### src/rtl/sa_pkg.sv
// Shared definitions for the systolic-array feeder and array top:
// default geometry, the packed row type and the feeder state encoding.
package sa_pkg;

    localparam int SA_WIDTH = 16;
    localparam int SA_SIZE  = 2;

    // One matrix row: element j lives in slice j.
    typedef logic [SA_SIZE-1:0][SA_WIDTH-1:0] row_t;

    typedef enum logic [1:0] {
        S_LOAD_B   = 2'd0,
        S_PUSH_B   = 2'd1,
        S_STREAM_A = 2'd2
    } feeder_state_t;

endpackage

### src/rtl/sa_row_buf.sv
// SIZE-deep row buffer holding the B matrix between loading and pushing.
// One synchronous write port, one combinational read port. Contents are
// not reset; the feeder never reads a slot before rewriting it.
module sa_row_buf
    import sa_pkg::*;
#(
    parameter int WIDTH = SA_WIDTH,
    parameter int SIZE  = SA_SIZE
) (
    input  logic                          clk,
    input  logic                          we,
    input  logic [$clog2(SIZE)-1:0]       wr_idx,
    input  logic [SIZE-1:0][WIDTH-1:0]    wr_row,
    input  logic [$clog2(SIZE)-1:0]       rd_idx,
    output logic [SIZE-1:0][WIDTH-1:0]    rd_row
);

    logic [SIZE-1:0][WIDTH-1:0] mem [SIZE];

    // Write the incoming row into its slot when the feeder strobes we.
    always_ff @(posedge clk) begin
        if (we) begin
            mem[wr_idx] <= wr_row;
        end
    end

    // Asynchronous read so the feeder can register the selected row directly.
    always_comb begin
        rd_row = mem[rd_idx];
    end

endmodule

### src/rtl/sa_feeder.sv
// Feeder for the systolic array: collects SIZE B rows, pushes them into the
// array as weights in reverse row order, then streams A rows as compute rows.
// Every output, including s_rdy and o_busy, comes straight from a flop.
module sa_feeder
    import sa_pkg::*;
#(
    parameter int WIDTH = SA_WIDTH,
    parameter int SIZE  = SA_SIZE
) (
    input  logic                          clk,
    input  logic                          rst,
    input  logic                          s_vld,
    output logic                          s_rdy,
    input  logic [SIZE-1:0][WIDTH-1:0]    s_row,
    input  logic                          s_last,
    input  logic                          i_keep_b,
    output logic                          o_we,
    output logic                          o_a_vld,
    output logic                          o_c_vld,
    output logic [SIZE-1:0][WIDTH-1:0]    o_a_rows,
    output logic                          o_busy
);

    localparam int IW = $clog2(SIZE);
    localparam logic [IW-1:0] LAST_IDX = IW'(SIZE - 1);

    typedef logic [SIZE-1:0][WIDTH-1:0] frow_t;

    feeder_state_t state, state_nxt;
    logic [IW-1:0] b_idx, b_idx_nxt;
    logic [IW-1:0] p_idx, p_idx_nxt;
    logic          accept;
    logic          buf_we;
    frow_t         buf_rd_row;

    logic          we_nxt;
    logic          a_vld_nxt;
    logic          c_vld_nxt;
    logic          rdy_nxt;
    logic          busy_nxt;
    frow_t         rows_nxt;

    assign accept = s_vld & s_rdy;
    assign buf_we = accept && (state == S_LOAD_B);

    sa_row_buf #(
        .WIDTH (WIDTH),
        .SIZE  (SIZE)
    ) u_row_buf (
        .clk    (clk),
        .we     (buf_we),
        .wr_idx (b_idx),
        .wr_row (s_row),
        .rd_idx (p_idx),
        .rd_row (buf_rd_row)
    );

    // State and index registers; reset abandons any job in flight.
    always_ff @(posedge clk or posedge rst) begin
        if (rst) begin
            state <= S_LOAD_B;
            b_idx <= '0;
            p_idx <= '0;
        end else begin
            state <= state_nxt;
            b_idx <= b_idx_nxt;
            p_idx <= p_idx_nxt;
        end
    end

    // Next-state logic: count B beats, walk the buffer backwards, stream A.
    always_comb begin
        state_nxt = state;
        b_idx_nxt = b_idx;
        p_idx_nxt = p_idx;
        case (state)
            S_LOAD_B: begin
                if (accept) begin
                    if (b_idx == LAST_IDX) begin
                        state_nxt = S_PUSH_B;
                        b_idx_nxt = '0;
                        p_idx_nxt = LAST_IDX;
                    end else begin
                        b_idx_nxt = b_idx + IW'(1);
                    end
                end
            end
            S_PUSH_B: begin
                if (p_idx == '0) begin
                    state_nxt = S_STREAM_A;
                end else begin
                    p_idx_nxt = p_idx - IW'(1);
                end
            end
            S_STREAM_A: begin
                if (accept && s_last && !i_keep_b) begin
                    state_nxt = S_LOAD_B;
                    b_idx_nxt = '0;
                end
            end
            default: begin
                state_nxt = S_LOAD_B;
                b_idx_nxt = '0;
                p_idx_nxt = '0;
            end
        endcase
    end

    // Output decode: next values of every registered output.
    always_comb begin
        we_nxt    = 1'b0;
        a_vld_nxt = 1'b0;
        c_vld_nxt = 1'b0;
        rows_nxt  = '0;
        case (state)
            S_PUSH_B: begin
                we_nxt    = 1'b1;
                a_vld_nxt = 1'b1;
                rows_nxt  = buf_rd_row;
            end
            S_STREAM_A: begin
                if (accept) begin
                    a_vld_nxt = 1'b1;
                    c_vld_nxt = 1'b1;
                    rows_nxt  = s_row;
                end
            end
            default: begin
                rows_nxt = '0;
            end
        endcase
        rdy_nxt  = (state_nxt != S_PUSH_B);
        busy_nxt = (state_nxt != S_LOAD_B) || (b_idx_nxt != '0);
    end

    // Output registers; all strobes and data are zero while reset is high.
    always_ff @(posedge clk or posedge rst) begin
        if (rst) begin
            s_rdy    <= 1'b0;
            o_we     <= 1'b0;
            o_a_vld  <= 1'b0;
            o_c_vld  <= 1'b0;
            o_a_rows <= '0;
            o_busy   <= 1'b0;
        end else begin
            s_rdy    <= rdy_nxt;
            o_we     <= we_nxt;
            o_a_vld  <= a_vld_nxt;
            o_c_vld  <= c_vld_nxt;
            o_a_rows <= rows_nxt;
            o_busy   <= busy_nxt;
        end
    end

endmodule

### config.mk
export PLATFORM = sky130hd
export DESIGN_NAME = sa_feeder
export DESIGN_NICKNAME = d
export VERILOG_FILES = /design/src/rtl/sa_pkg.sv /design/src/rtl/sa_row_buf.sv /design/src/rtl/sa_feeder.sv
export SDC_FILE = /design/constraint.sdc
export NUM_CORES = 1
export LEC_CHECK = 0
export ABC_CLOCK_PERIOD_IN_PS = 3100
export BUFFER_PORTS_ARGS = -buffer_cell sky130_fd_sc_hd__clkbuf_2
export CORE_MARGIN = 2
export CORE_UTILIZATION = 44
export DETAILED_ROUTE_END_ITERATION = 12
export PLACE_DENSITY = 0.74
export SLEW_MARGIN = 25
export SYNTH_ARGS = -nofsm -noshare
export SYNTH_HDL_FRONTEND = slang
export SYNTH_SLANG_ARGS = --single-unit
### constraint.sdc
create_clock -name clk -period 3.1 [get_ports clk]
set_clock_uncertainty 0.15 [all_clocks]
set_input_delay 0.155 -clock clk [delete_from_list [all_inputs] [get_ports clk]]
set_output_delay 0.155 -clock clk [all_outputs]
set_load 0.005 [all_outputs]
==> impl_metrics.tcl <==
set metrics [dict create \
    detail_route.wl_per_cell_um 16.3 \
    ios 74 \
    dpl.hpwl_um 4670 \
    clk_pin_slew_ps 90 \
    clock_power_share_pct 20.2 \
    syn-cell-area_um2 4080 \
    setup_viol 0 \
    drt_first_pass_iters 4 \
    hp-class "input pin to flop" \
    netlist_instances 250 \
    tns_ps 0 \
    max-cap-violations 0 \
    post_cts_buffers 0 \
    yosysTopAreaCell "edfxtp_1" \
    combPwrFrac_pct 29.9 \
    clockBufferDepth 2 \
    syn_nets 291 \
    period_needed_ps 2240 \
    core_area_um2 9110 \
    ant_nets 0 \
    grt_pass1_wl_um 12400 \
    synthMuxAreaShare_pct 8.83 \
    die-area_um2 10100 \
    max_slew_margin_pct 45.6 \
    clk_latency_ps 350 \
    hold_violations 0 \
    synth-xor-area-share_pct 0 \
    io_buffers 73 \
    swShare_pct 30.3 \
    rsz0062_at_grt "false" \
    p_int_uw 2730 \
    p_total_uw 3920 \
    antenna_found_initial 0 \
    timing.critical_path.mode_cell "inv_1" \
    vias 2396 \
    dp_slack_ps 817 \
    arrival_ps 2120 \
    power-per-cell-area_nw_per_um2 776 \
    synth_compound_area_share_pct 7.73 \
    layout-drive-gt1-share_pct 37.4 \
    worst_slack_ps 861 \
    cts_num_sinks 105 \
    status "finished, final reports clean" \
    synth_cell_types 31 \
    crit_path_top_delay_cell "inv_1" \
    drv_slew 0 \
    cp_top_family "buffers and inverters" \
    htree_num_levels 3 \
    max_freq_mhz 447 \
    cp-start-kind "flop" \
    drcViolationCount 0 \
    vias_per_cell 5.08 \
    synth.avg_cell_area_um2 16.3 \
    placement_rows 35 \
    dr.first_iter.drc_count 106 \
    worst_slew_pin_slew_ps 816 \
    grtUsageTotal_pct 16.1 \
    p_leak_uw 0.00203 \
    cp-end-kind "flop" \
    start_util_pct 44.8 \
    antenna_cells 0 \
    yosysTopAreaCellShare_pct 47.1 \
    grt_pass1_vias 2525 \
    synth_top_family_by_area "multiplexers" \
    gp_congestion 0.705 \
    crit_required_ps 2980 \
    finalCritPeriodShare_pct 72.2 \
    cts_buffers 9 \
    synth_seq_cells 105 \
    crit_type "flop to flop" \
    power_frac_seq_pct 49.8 \
    drt-total-wl_um 7680 \
    root_buffer "clkbuf_8" \
    fillerInstances 767 \
    ys_top_cells_by_area "edfxtp_1, dfrtp_1, mux2_2, a22oi_1, nor2b_1" \
    ys_warn_count 0 \
    cts_tree "done" \
    synthAdderAreaFrac_pct 1.23 \
    syn2layout_area_growth_pct 23.8 \
    synth_seq_area_share_pct 72.2 \
    cpPeakStageDelay_ps 480 \
    synthSimpleGateAreaFrac_pct 7.05 \
    final_nets 397 \
    path_cells "inv_1 -> ha_2 -> nand4b_1 -> inv_1 -> buf_4" \
    gr-total-overflow 0 \
    grt_max_degree 42 \
    p_switching_uw 1190 \
    crit_buf_inv 3 \
    die_y_um 100 \
    critPathMaxFanout 18 \
    die-width_um 100 \
    ir_worst_vdd_mv 0.453 \
]
-- area by class of cell --
class | count | area [µm²] | area share, %
inverter | 8 | 31.3 | 0.619
sequential | 105 | 2950 | 58.4
clock inverter | 3 | 21.3 | 0.421
clock buffer | 13 | 169 | 3.34
multi-input combinational | 123 | 1020 | 20.3
timing repair buffer | 109 | 718 | 14.2
tap | 111 | 139 | 2.75
-- metrics by stage --
step / utilization (%) / hold slack [ps] / cells / instance area [µm²]
6_report: 55.5 / 124 / 472 / 5050
5_1_grt: 55.5 / 144 / 472 / 5050
4_1_cts: 55.4 / 119 / 472 / 5050
3_5_place_dp: 49.7 / 215 / 423 / 4530
3_3_place_gp: 49.7 / 212 / 423 / 4530
2_1_floorplan: - / 104 / 250 / 4080
-- power groups by stage --
stage	clock network, µW	logic (µW)	registers, µW
2_1_floorplan	0	878	1910
3_3_place_gp	0	1120	1970
3_5_place_dp	0	1150	1990
4_1_cts	817	1190	1950
5_1_grt	869	1300	1980
6_report	793	1170	1950
-- timing repair --
item / 4_1_cts / 5_1_grt
hold endpoints to repair: 133 / 0
gates resized for setup: 0 / 0
hold buffers: 33 / 0
-- state kept, by name (all words and copies together) (netlist names) --
signal / flops
o_a_rows: 32
s_rdy: 1
o_c_vld: 1
u_row_buf.mem: 64
o_we: 1
o_a_vld: 1
b_idx: 1
state: 2
o_busy: 1
p_idx: 1
-- worst reg2reg max path: cells and delay by family (launching register included) --
kind / cells / cell delay (ps)
buffers and inverters: 3 / 980
and+or+nand+nor: 1 / 140
adders and majority gates: 1 / 240
DFF: 1 / 420
-- worst paths after layout --
path | startpoint | endpoint | slack, ps | cells after the start
max | state[1]$_DFF_PP0_ | u_row_buf.mem[0][1]$_DFFE_PP_ | 860 | 5
min | s_vld | o_c_vld$_DFF_PP0_ | 120 | 3
max reg2reg | state[1]$_DFF_PP0_ | u_row_buf.mem[0][1]$_DFFE_PP_ | 860 | 5
min reg2reg | b_idx$_DFF_PP0_ | b_idx$_DFF_PP0_ | 440 | 2
max in group asynchronous | rst | p_idx$_DFFE_PP0P_ | 2000 | 3
min in group asynchronous | rst | o_a_rows[30]$_DFF_PP0_ | 290 | 3
-- routing by layer --
layer  up-vias  routed length [µm]  part of all wire [%]  track usage [%]
met5         -                   0                     0                0
met4         0                  95                   1.2             4.74
met3        10                 263                   3.4             3.48
met2        57                3740                    49             27.3
met1      1193                3590                    47             21.1
li1       1136                   -                     -                -
-- Yosys cell counts --
library cell	instances
a21boi_0	1
a21o_2	1
a21oi_1	1
a221oi_1	1
a22o_2	1
a22oi_1	32
a31oi_1	1
and3b_1	1
and4_4	1
buf_2	2
buf_4	4
clkbuf_1	6
clkbuf_8	2
dfrtp_1	41
edfxtp_1	64
ha_1	4
inv_1	7
inv_2	1
mux2_2	32
nand2_1	3
nand2_2	1
nand3_1	1
nand4b_1	2
nor2_1	1
nor2_2	2
nor2b_1	32
o211ai_1	1
o21a_1	1
o21ai_0	1
o2bb2ai_1	1
or3_4	1
-- cell families after synthesis --
family | count (synthesis)
buffers and inverters | 22
flip-flops | 105
multiplexers | 32
AND/OR/NAND/NOR | 45
adder cells (fa/ha/maj) | 4
AO/OA/AOI/OAI | 42
-- layout by cell type (no fill, tap or decap), types with 2 or more instances in the layout --
cell           instances
clkbuf_2              73
edfxtp_1              64
dfrtp_1               40
dlygate4sd3_1         33
mux2_2                32
a22oi_1               32
nor2b_1               32
clkbuf_8              12
inv_1                  6
nand2_1                3
buf_4                  3
nand4b_1               2
clkinv_2               2
ha_2                   2
ha_1                   2
No activity file was read; power rests on OpenSTA's default activity.
